[src/rtl/can_pkg.sv]
// Shared types and constants for the CAN CRC-15 sequencer.
package can_pkg;

  localparam logic [14:0] CRC15_POLY = 15'h4599;

  typedef enum logic [1:0] {
    IDLE      = 2'd0,
    HEADER    = 2'd1,
    DATA      = 2'd2,
    CRC_FIELD = 2'd3
  } state_t;

  // Bit positions counted from SOF (SOF = index 0).
  localparam logic [6:0] STD_RTR     = 7'd12;
  localparam logic [6:0] IDE_IDX     = 7'd13;
  localparam logic [6:0] STD_DLC_LO  = 7'd15;
  localparam logic [6:0] STD_HDR_END = 7'd18;
  localparam logic [6:0] EXT_RTR     = 7'd32;
  localparam logic [6:0] EXT_DLC_LO  = 7'd35;
  localparam logic [6:0] EXT_HDR_END = 7'd38;

  // One serial CRC-15 step: feedback is the incoming bit xor the register MSB.
  function automatic logic [14:0] crc15_step(input logic [14:0] crc, input logic b);
    logic fb;
    fb = b ^ crc[14];
    return {crc[13:0], 1'b0} ^ (fb ? CRC15_POLY : 15'h0000);
  endfunction

endpackage

[src/rtl/crc15_serial.sv]
// Serial CRC-15 LFSR. Clear and enable in the same cycle restarts the
// register from zero and accumulates the current bit (SOF handling).
module crc15_serial
  import can_pkg::*;
(
  input  logic        i_clk,
  input  logic        i_rst,
  input  logic        i_en,
  input  logic        i_clr,
  input  logic        i_bit,
  output logic [14:0] o_crc
);

  logic [14:0] r_crc;
  logic [14:0] w_base;

  assign w_base = i_clr ? 15'h0000 : r_crc;

  // LFSR register: accumulate on enable, otherwise clear or hold.
  always_ff @(posedge i_clk) begin
    if (i_rst) begin
      r_crc <= '0;
    end else if (i_en) begin
      r_crc <= crc15_step(w_base, i_bit);
    end else if (i_clr) begin
      r_crc <= '0;
    end
  end

  assign o_crc = r_crc;

endmodule

[src/rtl/crc_sequencer.sv]
// Sequences CAN CRC-15 over one destuffed frame: tracks the bit position from
// SOF, decodes IDE/RTR/DLC, gates accumulation up to the end of the data field,
// then shifts the CRC out (TX) or captures and compares it (RX).
// Handshake: i_bit_valid is a one-cycle strobe per destuffed bit; i_bit,
// i_frame_start and i_tx_mode are only meaningful while it is high. There is no
// back-pressure: every strobe is consumed on the edge where it is seen.
module crc_sequencer
  import can_pkg::*;
#(
  parameter bit EXT_EN    = 1'b1,
  parameter int MAX_BYTES = 8
) (
  input  logic        i_clk,
  input  logic        i_rst,
  input  logic        i_bit_valid,
  input  logic        i_bit,
  input  logic        i_frame_start,
  input  logic        i_tx_mode,
  input  logic        i_abort,
  output logic        o_busy,
  output logic        o_crc_phase,
  output logic        o_tx_crc_bit,
  output logic [14:0] o_crc_value,
  output logic        o_done,
  output logic        o_crc_err,
  output logic [1:0]  o_dbg_state
);

  localparam logic [3:0] MAX_B = 4'(MAX_BYTES);

  state_t      r_state, w_state;
  logic [6:0]  r_bit_cnt, w_bit_cnt;
  logic [3:0]  r_crc_cnt, w_crc_cnt;
  logic [14:0] r_rx_crc, w_rx_crc;
  logic        r_tx_mode, w_tx_mode;
  logic        r_ide, w_ide;
  logic        r_rtr, w_rtr;
  logic [2:0]  r_dlc, w_dlc;          // first three DLC bits; the fourth arrives live
  logic [6:0]  r_data_left, w_data_left;
  logic        r_done, w_done;
  logic        r_crc_err, w_crc_err;

  logic        w_crc_en, w_crc_clr;
  logic [14:0] w_crc;
  logic        w_sof;
  logic        w_in_dlc, w_hdr_end;
  logic [3:0]  w_dlc_full, w_bytes;
  logic [6:0]  w_data_bits;
  logic [3:0]  w_tx_idx;

  crc15_serial u_crc (
    .i_clk (i_clk),
    .i_rst (i_rst),
    .i_en  (w_crc_en),
    .i_clr (w_crc_clr),
    .i_bit (i_bit),
    .o_crc (w_crc)
  );

  assign w_sof       = i_bit_valid & i_frame_start & ~i_abort;
  assign w_in_dlc    = r_ide ? (r_bit_cnt >= EXT_DLC_LO && r_bit_cnt <= EXT_HDR_END)
                             : (r_bit_cnt >= STD_DLC_LO && r_bit_cnt <= STD_HDR_END);
  assign w_hdr_end   = r_ide ? (r_bit_cnt == EXT_HDR_END) : (r_bit_cnt == STD_HDR_END);
  assign w_dlc_full  = {r_dlc, i_bit};
  assign w_bytes     = (w_dlc_full > MAX_B) ? MAX_B : w_dlc_full;
  assign w_data_bits = r_rtr ? 7'd0 : {w_bytes, 3'b000};

  // State and frame-tracking registers.
  always_ff @(posedge i_clk) begin
    if (i_rst) begin
      r_state     <= IDLE;
      r_bit_cnt   <= '0;
      r_crc_cnt   <= '0;
      r_rx_crc    <= '0;
      r_tx_mode   <= 1'b0;
      r_ide       <= 1'b0;
      r_rtr       <= 1'b0;
      r_dlc       <= '0;
      r_data_left <= '0;
      r_done      <= 1'b0;
      r_crc_err   <= 1'b0;
    end else begin
      r_state     <= w_state;
      r_bit_cnt   <= w_bit_cnt;
      r_crc_cnt   <= w_crc_cnt;
      r_rx_crc    <= w_rx_crc;
      r_tx_mode   <= w_tx_mode;
      r_ide       <= w_ide;
      r_rtr       <= w_rtr;
      r_dlc       <= w_dlc;
      r_data_left <= w_data_left;
      r_done      <= w_done;
      r_crc_err   <= w_crc_err;
    end
  end

  // Next-state, field decode and CRC gating; abort beats a new SOF.
  always_comb begin
    w_state     = r_state;
    w_bit_cnt   = r_bit_cnt;
    w_crc_cnt   = r_crc_cnt;
    w_rx_crc    = r_rx_crc;
    w_tx_mode   = r_tx_mode;
    w_ide       = r_ide;
    w_rtr       = r_rtr;
    w_dlc       = r_dlc;
    w_data_left = r_data_left;
    w_done      = 1'b0;
    w_crc_err   = 1'b0;
    w_crc_en    = 1'b0;
    w_crc_clr   = 1'b0;
    if (i_abort) begin
      w_state = IDLE;
    end else if (w_sof) begin
      w_state   = HEADER;
      w_bit_cnt = 7'd1;
      w_crc_cnt = '0;
      w_rx_crc  = '0;
      w_tx_mode = i_tx_mode;
      w_ide     = 1'b0;
      w_rtr     = 1'b0;
      w_dlc     = '0;
      w_crc_en  = 1'b1;
      w_crc_clr = 1'b1;
    end else if (i_bit_valid) begin
      case (r_state)
        HEADER: begin
          w_crc_en  = 1'b1;
          w_bit_cnt = r_bit_cnt + 7'd1;
          // Index 12 is RTR for standard frames and SRR for extended ones;
          // the extended RTR at index 32 overwrites it.
          if (r_bit_cnt == STD_RTR || (r_ide && r_bit_cnt == EXT_RTR)) w_rtr = i_bit;
          if (r_bit_cnt == IDE_IDX) begin
            w_ide = i_bit;
            if (i_bit && !EXT_EN) begin
              w_state   = IDLE;
              w_done    = 1'b1;
              w_crc_err = 1'b1;
            end
          end
          if (w_in_dlc) w_dlc = {r_dlc[1:0], i_bit};
          if (w_hdr_end) begin
            w_data_left = w_data_bits;
            w_crc_cnt   = '0;
            w_state     = (w_data_bits == 7'd0) ? CRC_FIELD : DATA;
          end
        end
        DATA: begin
          w_crc_en    = 1'b1;
          w_bit_cnt   = r_bit_cnt + 7'd1;
          w_data_left = r_data_left - 7'd1;
          if (r_data_left == 7'd1) w_state = CRC_FIELD;
        end
        CRC_FIELD: begin
          w_crc_cnt = r_crc_cnt + 4'd1;
          if (!r_tx_mode) w_rx_crc = {r_rx_crc[13:0], i_bit};
          if (r_crc_cnt == 4'd14) begin
            w_state   = IDLE;
            w_done    = 1'b1;
            w_crc_err = !r_tx_mode && ({r_rx_crc[13:0], i_bit} != w_crc);
          end
        end
        default: ;
      endcase
    end
  end

  assign w_tx_idx     = 4'd14 - r_crc_cnt;
  assign o_busy       = (r_state != IDLE);
  assign o_crc_phase  = (r_state == CRC_FIELD);
  assign o_tx_crc_bit = o_crc_phase & r_tx_mode & w_crc[w_tx_idx];
  assign o_crc_value  = w_crc;
  assign o_done       = r_done;
  assign o_crc_err    = r_crc_err;
  assign o_dbg_state  = r_state;

endmodule
[config.mk]
export PLATFORM = sky130hd
export DESIGN_NAME = crc_sequencer
export DESIGN_NICKNAME = d
export VERILOG_FILES = /design/src/rtl/can_pkg.sv /design/src/rtl/crc15_serial.sv /design/src/rtl/crc_sequencer.sv
export SDC_FILE = /design/constraint.sdc
export NUM_CORES = 1
export LEC_CHECK = 0
export ABC_AREA = 0
export ABC_CLOCK_PERIOD_IN_PS = 5100
export CORE_MARGIN = 10
export CORE_UTILIZATION = 40
export DETAILED_ROUTE_END_ITERATION = 10
export HOLD_SLACK_MARGIN = 0.03
export SYNTH_ARGS = -nofsm -noshare
export SYNTH_HDL_FRONTEND = slang
export SYNTH_SLANG_ARGS = --single-unit
[constraint.sdc]
create_clock -name i_clk -period 5.1 [get_ports i_clk]
set_input_delay 0.765 -clock i_clk [delete_from_list [all_inputs] [get_ports i_clk]]
set_output_delay 0.765 -clock i_clk [all_outputs]
set_load 0.05 [all_outputs]
==> summary.md <==
| Metric | Value |
|---|---|
| Sequential fraction of the synthesis area | 35.40% |
| Critical path data required time | 4340 ps |
| Syn_area_per_cell | 8.350 sq um |
| Initial antenna violation count | 0 |
| Setup TNS | 0 ps |
| Ant diodes | 0 |
| Clock Tree Buf Depth | 2 |
| Num CTS Buffers | 9 |
| Hold crit path type | reg2reg |
| Num rows | 32 |
| Clock net sink count | 57 |
| CP Launch Point | r_crc_cnt[0] |
| GPL Wtd Cong | 0.8028 |
| # DRC | 0 |
| Reg2Reg Setup Slack | 2340 ps |
| Max-slew violations | 0 |
| CTS tree | yes |
| Global route total overflow | 0 |
| Maximum clock frequency | 0.2461 GHz |
| Worst rel slew slack | 44.72% |
| Crit Path Class | reg2out |
| Final hold violations | 0 |
| First-pass iteration count of the detailed router | 4 |
| Worst-Skew Late Latency | 340 ps |
| Worst Path Max Fanout | 10 |
| Status | completed |
| # fillers | 784 |
| Pwr dens | 249.5 mW/mm^2 |
| Initial Util | 41.49% |
| Number of synthesized flops with an enable pin | 0 |
| Largest net degree at the start of global routing | 30 |
| Clk root buf | clkbuf_8 |
| # IOs | 29 |
| First DRT Iteration DRCs | 141 |
| H-tree Lvls | 3 |
| Maxcap violations | 0 |
| Worst r2r src | o_dbg_state[1] |
| Post-cts resize count | 0 |
| Post-synth cell types | 59 |
| Net Count, Synth | 408 |
| Seq cells post-synth | 57 |
| Area of the multi-input gates | 0.001908 sq mm |
| Vias in the first global route | 2670 |
| # setup viols final | 0 |
| RSZ-0062 raised after global routing | false |
| Setup repair bufs after CTS | 0 |
| Clk_skew | 8.134 ps |
| Post-Syn Area | 0.003223 sq mm |
| First-pass GRT wire length | 13.42 mm |
| Final period util | 79.67% |
| Syn. warnings | 0 |
| DIE AREA | 0.01205 sq mm |
| I/O Buffers | 28 |
| DP HPWL | 5.767 mm |
| Die width | 109.8 um |
| Final Net Count | 427 |
| Worst Hold Launch | r_rtr |
| Final ANT Viol Nets | 0 |
| Post-synthesis async set-or-reset flop share | 0% |
| Worst Tran Pin Value | 828.7 ps |
| Layout cell share with drive strength beyond 1 | 8.293% |
| Post-layout min period | 4063 ps |
| Leak | 1.272 nW |
| CTS clk-pin slew, worst paths | 70 ps |
| Synth Instances | 386 |
| Vias per cell | 5.465 |
| GR Util All Layers | 13.81% |
| Routed wire length | 7.984 mm |
| Tot Pwr | 0.0009233 W |
| Register area | 0.001141 sq mm |
| Peak VDD IR | 151.4 uV |
| Synth-to-Final Area Change | 14.79% |
| CP Capture Type | output port |
| # hold bufs at CTS | 0 |
| DR WL/cell | 15.59 um |
| Core Region | 0.007767 sq mm |
| CP Launch Type | flop |
| Main flop type after synthesis | dfxtp_1 |
| CP arrival | 3300 ps |
| Via count | 2798 |
| Die Span Y | 109.8 um |
==> stage by stage <==
stage               area [sq um]  setup slack, ps  hold slack (ps)  util, %  cells
floorplan                   3223             1789            439.7        -    386
global placement            3521             1423            466.2    45.33    496
detailed placement          3521             1382            473.7    45.33    496
CTS                         3700             1012            479.9    47.63    512
global route                3700            894.9            499.8    47.63    512
finish                      3700             1037            482.3    47.63    512
==> cells in the final DEF (no fill, tap or decap), drive strengths merged, types with 5 or more instances in the layout <==
| master | synthesis | routed |
|---|---|---|
| a211oi | 6 | 6 |
| a21oi | 44 | 44 |
| a22oi | 5 | 5 |
| clkbuf | 17 | 9 |
| clkdlybuf4s50 | 0 | 28 |
| dfxtp | 57 | 57 |
| ha | 15 | 15 |
| inv | 13 | 14 |
| nand2 | 62 | 62 |
| nand3 | 8 | 8 |
| nand3b | 6 | 6 |
| nand4 | 12 | 12 |
| nor2 | 23 | 23 |
| nor3 | 6 | 6 |
| nor4 | 5 | 5 |
| o21ai | 17 | 17 |
| or3 | 5 | 5 |
| xnor2 | 19 | 19 |
| xor2 | 7 | 7 |
==> state kept, by name, summed over array words and instances, names as in the netlist <==
name         flops
u_crc.o_crc     15
r_rx_crc        14
r_bit_cnt        7
r_data_left      7
r_crc_cnt        4
r_dlc            3
o_dbg_state      2
o_crc_err        1
o_done           1
r_ide            1
r_rtr            1
r_tx_mode        1
==> cell type report <==
cell class / count / area share [%]
Multi-Input combinational cell: 294 / 51.57
Sequential cell: 57 / 30.84
Timing Repair Buffer: 30 / 7.981
Tap cell: 102 / 3.449
Clock buffer: 9 / 3.348
Clock inverter: 7 / 1.488
Inverter: 13 / 1.319
==> where the power goes <==
| group | total (W) | internal (W) | switching, W |
|---|---|---|---|
| Sequential | 0.000460 | 0.000450 | 0.0000102 |
| Clock | 0.000381 | 0.000179 | 0.000203 |
| Combinational | 0.0000816 | 0.0000314 | 0.0000503 |
==> routing by layer <==
metal | wire length, um | track usage, % | part of all wire (%) | up-vias
met4 | 102 | 4.461 | 1.3 | 0
met1 | 3844 | 18.91 | 48 | 1322
met5 | 0 | 0 | 0 | -
met2 | 3543 | 20.53 | 44 | 55
li1 | - | - | - | 1410
met3 | 493 | 3.745 | 6.2 | 11
==> worst max-delay path, stage by stage (launching register included) <==
cell,delay [ps]
dfxtp_1,530
inv_1,110
ha_1,450
mux4_2,530
mux4_2,450
and3_1,190
clkdlybuf4s50_1,700
==> path summary, 6_finish.rpt <==
path | to | depth (start not counted)
setup / recovery | o_tx_crc_bit | 6
hold / removal | r_rtr | 2
setup reg to reg | r_bit_cnt[6] | 7
hold reg to reg | r_rtr | 2
==> cells in the mapped netlist, drive strengths merged (5+ instances only) <==
cell / instances / share of area (%)
nand4: 12 / 2.3
nand3b: 6 / 1.4
nor3: 6 / 0.93
a211oi: 6 / 1.4
xor2: 7 / 1.9
nor2: 23 / 2.7
nand3: 8 / 1.2
nor4: 5 / 0.97
or3: 5 / 0.97
a21oi: 44 / 6.9
xnor2: 19 / 5.2
o21ai: 17 / 3.1
ha: 15 / 5.8
nand2: 62 / 7.2
clkbuf: 17 / 2.3
inv: 13 / 1.5
dfxtp: 57 / 35
a22oi: 5 / 1.2
==> logic make-up (layout without fill, tap and decap cells) <==
kind of cell,Yosys count,count (layout),share of synthesized area (%)
and+or+nand+nor,152,152,24.22
adders and majority gates,15,15,5.823
xor gates and xnor gates,26,26,7.065
DFF,57,57,35.40
AOI/OAI and AO/OA,94,94,18.36
buffers and inverters,35,59,5.396
muxes,7,7,3.727
(Power assumes the default switching activity.)
==> RTL edit 1: new RTL, same settings <==
Change the parameter `EXT_EN` from 1'b1 to 1'b0.
--- a/src/rtl/crc_sequencer.sv
+++ b/src/rtl/crc_sequencer.sv
@@ -8,5 +8,5 @@
   import can_pkg::*;
 #(
-  parameter bit EXT_EN    = 1'b1,
+  parameter bit EXT_EN    = 1'b0,
   parameter int MAX_BYTES = 8
 ) (
Behaviour: no difference found for any inputs over 4 cycles, from zero or initial values and one cycle with i_rst high; that may be too few to reach the edited logic, so the function may still have changed.
==> RTL edit 1 against the original RTL <==
- sequential cell count did not move
- sequential share of layout area is 0.42 points lower
- critical path type unchanged
- power rose by 2.5%
- critical endpoint unchanged
- synthesized area decreased by 0.16%
- first-iteration DRC count up 54%
- worst setup slack improved by 340 ps
- clock skew increased by 1.9 ps
- routed wire length up 3.4%
- cell area increased by 1.4%
- utilization is 0.66 points higher
- synthesized cell count rose by 0.78%
- hold slack worse by 8.6 ps
- highest routed layer unchanged
==> RTL edit 1: results (changes against the original RTL) <==
status: "completed"  # unchanged
nets: 430  # was 427
cts_resized: 0  # unchanged
dp_hpwl_um: 5870  # was 5770 um
grt_max_degree: 37  # was 30
synth-adder-area-share: 0.0544  # was 0.0582
ys_seq_area_frac: 0.355  # was 0.354
netlist_top_cells_area: "dfxtp_1 (35%), a21oi_1 (5.9%), xnor2_1 (5.7%), nor2_1 (5.6%), ha_1 (5.4%)"  # was dfxtp_1 (35%), nand2_1 (7.2%), a21oi_1 (6.7%), ha_1 (5.8%), xnor2_1 (5.2%)
synth_nets: 410  # was 408
final-clk-cell-share: 0.0524  # was 0.0484
r2r_slack_ps: 2440  # was 2340 ps
muxShareOfSynthArea: 0.0498  # was 0.0373
seq_cell_count: 57  # unchanged
min-delay-start: "r_tx_mode"  # was r_rtr
nonClkBufAreaFrac: 0.0787  # was 0.0798
placed_area_sq_um: 3550  # was 3520 sq um
multi_input_cells: 300  # was 294
gp_congestion: 0.786  # was 0.803
grt_pass1_vias: 2636  # was 2670
gr-usage-all-layers: 0.144  # was 0.138
wl_met1_um: 3980  # was 3840 um
diodes: 0  # unchanged
synthTopCellsByCount: "dfxtp_1 (57), nor2_1 (48), a21oi_1 (38), nand2_1 (37), xnor2_1 (21)"  # was nand2_1 (62), dfxtp_1 (57), a21oi_1 (43), nor2_1 (23), xnor2_1 (19)
cp.arrival_ps: 2960  # was 3300 ps
route.met2.wl_um: 3800  # was 3540 um
drt_iter0_drc: 217  # was 141
synth_compound_area_frac: 0.170  # was 0.184
reg2reg_from: "o_dbg_state[0]"  # was o_dbg_state[1]
relSlewSlack: 0.446  # was 0.447
grt_pass1_wl_um: 13600  # was 13400 um
synth_flop_cell: "dfxtp_1"  # unchanged
synth_xor_area_frac: 0.0680  # was 0.0707
seq_share: 0.304  # was 0.308
finClkSkew_ps: 10.0  # was 8.13 ps
wl_met3_um: 412  # was 493 um
ys_types: 54  # was 59
vdd_drop_max_mv: 0.142  # was 0.151 mV
worstReg2RegEnd: "r_data_left[1]"  # was r_bit_cnt[6]
drive_gt1_frac: 0.0725  # was 0.0829
[RTL edit 1: critical path: stages (launching register included)]
cell and delay (ps):
dfxtp_1 580, inv_1 100, ha_1 410, mux2i_1 150
o22ai_1 170, mux2i_1 100, a211oi_1 250, clkdlybuf4s50_1 850
[RTL edit 1: through the flow]
stage	total power, mW	worst slack [ps]	hold slack, ps	instances	util
floorplan	0.511	1520	450	389	-
global placement	0.536	1700	473	500	0.458
detailed placement	0.536	1620	466	500	0.458
CTS	0.959	1330	476	516	0.483
global route	0.986	1140	500	516	0.483
finish	0.946	1380	474	516	0.483
[RTL edit 1: cells by family after synthesis]
family | after synthesis
buffers and inverters | 32
muxes | 12
and+or+nand+nor | 162
AOI/OAI and AO/OA | 87
adders and majority gates | 14
DFF | 57
xor gates and xnor gates | 25
[RTL edit 1: power by group]
part | total, mW | switching, mW | leakage (nW) | internal [mW]
Clock | 0.420 | 0.183 | 0.0953 | 0.237
Sequential | 0.456 | 0.00694 | 0.460 | 0.449
Combinational | 0.0705 | 0.0470 | 0.691 | 0.0235
[RTL edit 1: worst max path at each step]
stage | from | to | slack, ps
global placement | i_frame_start | r_bit_cnt[5] | 1700
global route | r_crc_cnt[0] | o_tx_crc_bit | 1140
CTS | r_crc_cnt[0] | o_tx_crc_bit | 1330
detailed placement | i_frame_start | r_bit_cnt[5] | 1620
finish | r_crc_cnt[0] | o_tx_crc_bit | 1380
floorplan | o_dbg_state[0] | o_tx_crc_bit | 1520
[RTL edit 1: routing by layer]
layer  vias up  GRT usage
met5         -          0
met4         0     0.0530
met3         8     0.0363
met2        55      0.218
met1      1357      0.193
li1       1427          -
==> RTL edit 2: new RTL, same flow settings <==
Without the edit above. Register the output `o_tx_crc_bit`, with the module's reset; this adds one clock of latency there. The other outputs are not delayed to match.
--- a/src/rtl/crc_sequencer.sv
+++ b/src/rtl/crc_sequencer.sv
@@ -169,5 +169,11 @@
   assign o_busy       = (r_state != IDLE);
   assign o_crc_phase  = (r_state == CRC_FIELD);
-  assign o_tx_crc_bit = o_crc_phase & r_tx_mode & w_crc[w_tx_idx];
+  always_ff @(posedge i_clk) begin
+    if (i_rst) begin
+      o_tx_crc_bit <= '0;
+    end else begin
+      o_tx_crc_bit <= o_crc_phase & r_tx_mode & w_crc[w_tx_idx];
+    end
+  end
   assign o_crc_value  = w_crc;
   assign o_done       = r_done;
Behaviour: same outputs for any inputs over 4 cycles, from zero or initial values and one cycle with i_rst high; that may be too few to reach the edited logic, so the function may still have changed.
==> RTL edit 2 against the original RTL <==
- routed wire length up 5.0%
- clock skew up 2.9 ps
- sequential power up 1%
- sequential cell count up 1
- cell area up 2.3%
- worst setup slack better by 1000 ps
- cell count down 0.78%
- power up 4.3%
- synthesized cell count down 0.52%
- synthesized area up 1.2%
- register-to-register slack better by 60 ps
- non-clock buffer count up 1
- global-route usage up 0.91 points
- largest power group unchanged
==> RTL edit 2: results (changes against the original RTL) <==
grt_pass1_vias: 2715  # was 2670
gp_congestion: 0.804  # was 0.803
vdd_drop_max_mv: 0.108  # was 0.151 mV
vias_per_cell: 5.61  # was 5.46
gr-usage-all-layers: 0.147  # was 0.138
drive_gt1_frac: 0.0813  # was 0.0829
netlist_top_cells_area: "dfxtp_1 (36%), xnor2_1 (7.2%), ha_1 (5.8%), nor2_1 (4.4%), nand2_1 (3.8%)"  # was dfxtp_1 (35%), nand2_1 (7.2%), a21oi_1 (6.7%), ha_1 (5.8%), xnor2_1 (5.2%)
dp_hpwl_um: 6030  # was 5770 um
grt_pass1_wl_um: 14200  # was 13400 um
grt_max_degree: 52  # was 30
r2r_slack_ps: 2400  # was 2340 ps
largest_register_ffs: 15  # unchanged
cp_slowest_stage_delay_ps: 1110  # was 700 ps
cts_resized: 0  # unchanged
synth_nets: 406  # was 408
nets: 424  # was 427
status: "completed"  # unchanged
drt_iter0_drc: 227  # was 141
cp.arrival_ps: 3220  # was 3300 ps
ys_seq_area_frac: 0.356  # was 0.354
power.leakage_nw: 1.26  # was 1.27 nW
finClkSkew_ps: 11.1  # was 8.13 ps
cp_slowest_cell: "o21ai_1"  # was clkdlybuf4s50_1
worst_hold_path.endpoint: "r_data_left[5]"  # was r_rtr
swShare: 0.252  # was 0.285
r2r_cells: 6  # was 7
relSlewSlack: 0.173  # was 0.447
synthTopCellsByCount: "dfxtp_1 (58), nor2_1 (38), nand2_1 (33), xnor2_1 (27), a21oi_1 (23)"  # was nand2_1 (62), dfxtp_1 (57), a21oi_1 (43), nor2_1 (23), xnor2_1 (19)
min-delay-start: "r_data_left[5]"  # was r_rtr
critPathMaxFanout: 19  # was 10
worstReg2RegEnd: "u_crc.o_crc[14]"  # was r_bit_cnt[6]
RTL edit 2: worst max-delay path by stage:
stage	end	cells past startpoint	start
final	u_crc.o_crc[14]	5	i_frame_start
after global routing	u_crc.o_crc[14]	5	i_frame_start
after CTS	o_crc_phase	2	o_dbg_state[0]
after detailed placement	u_crc.o_crc[14]	5	i_frame_start
after global placement	u_crc.o_crc[14]	5	i_frame_start
after floorplan	r_rx_crc[10]	7	o_dbg_state[1]
RTL edit 2: critical path, delay by kind of cell:
kind / cells / cell delay [ps]
buf+inv: 1 / 730
compound gates: 3 / 1650
simple gates: 1 / 60
RTL edit 2: layer usage:
metal / GRT usage / up-vias / wire, um
li1: - / 1407 / -
met1: 0.214 / 1352 / 4190
met2: 0.200 / 83 / 3680
met3: 0.0290 / 7 / 392
met4: 0.0725 / 0 / 125
met5: 0 / - / 0
RTL edit 2: final cells by class:
cell class / instances / area (sq um)
multi-input cells: 290 / 1950
repair buffers: 31 / 303
clock inverters: 5 / 55.1
flip-flops and latches: 58 / 1160
well taps: 102 / 128
clock buffers: 10 / 138
inverters: 12 / 45.0
fillers: 757 / 4060
RTL edit 2: cells by family (layout without fill, tap and decap cells):
| group | Yosys count | in the layout | synth area share |
|---|---|---|---|
| adder cells (fa/ha/maj) | 15 | 15 | 0.0575 |
| multiplexers | 6 | 6 | 0.0299 |
| AO/OA/AOI/OAI | 88 | 88 | 0.181 |
| AND/OR/NAND/NOR | 151 | 151 | 0.250 |
| buffers and inverters | 36 | 58 | 0.0452 |
| flip-flops | 58 | 58 | 0.356 |
| XOR/XNOR | 30 | 30 | 0.0805 |
RTL edit 2: stage by stage:
step                worst slack, ps  area [sq um]  total power, mW  hold slack, ps  cells
detailed placement             1820          3590            0.556             474    493
CTS                            2130          3780            0.974             481    508
floorplan                      2540          3260            0.531             448    384
global route                   1870          3780             1.00             515    508
global placement               1950          3590            0.556             467    493
finish                         2080          3780            0.963             478    508
RTL edit 2: power groups by stage:
stage | clock network (mW) | logic (mW) | registers [mW]
after floorplan | 0 | 0.0483 | 0.483
after global placement | 0 | 0.0806 | 0.476
after detailed placement | 0 | 0.0808 | 0.475
after CTS | 0.428 | 0.0812 | 0.465
after global routing | 0.448 | 0.0891 | 0.466
final | 0.417 | 0.0811 | 0.466
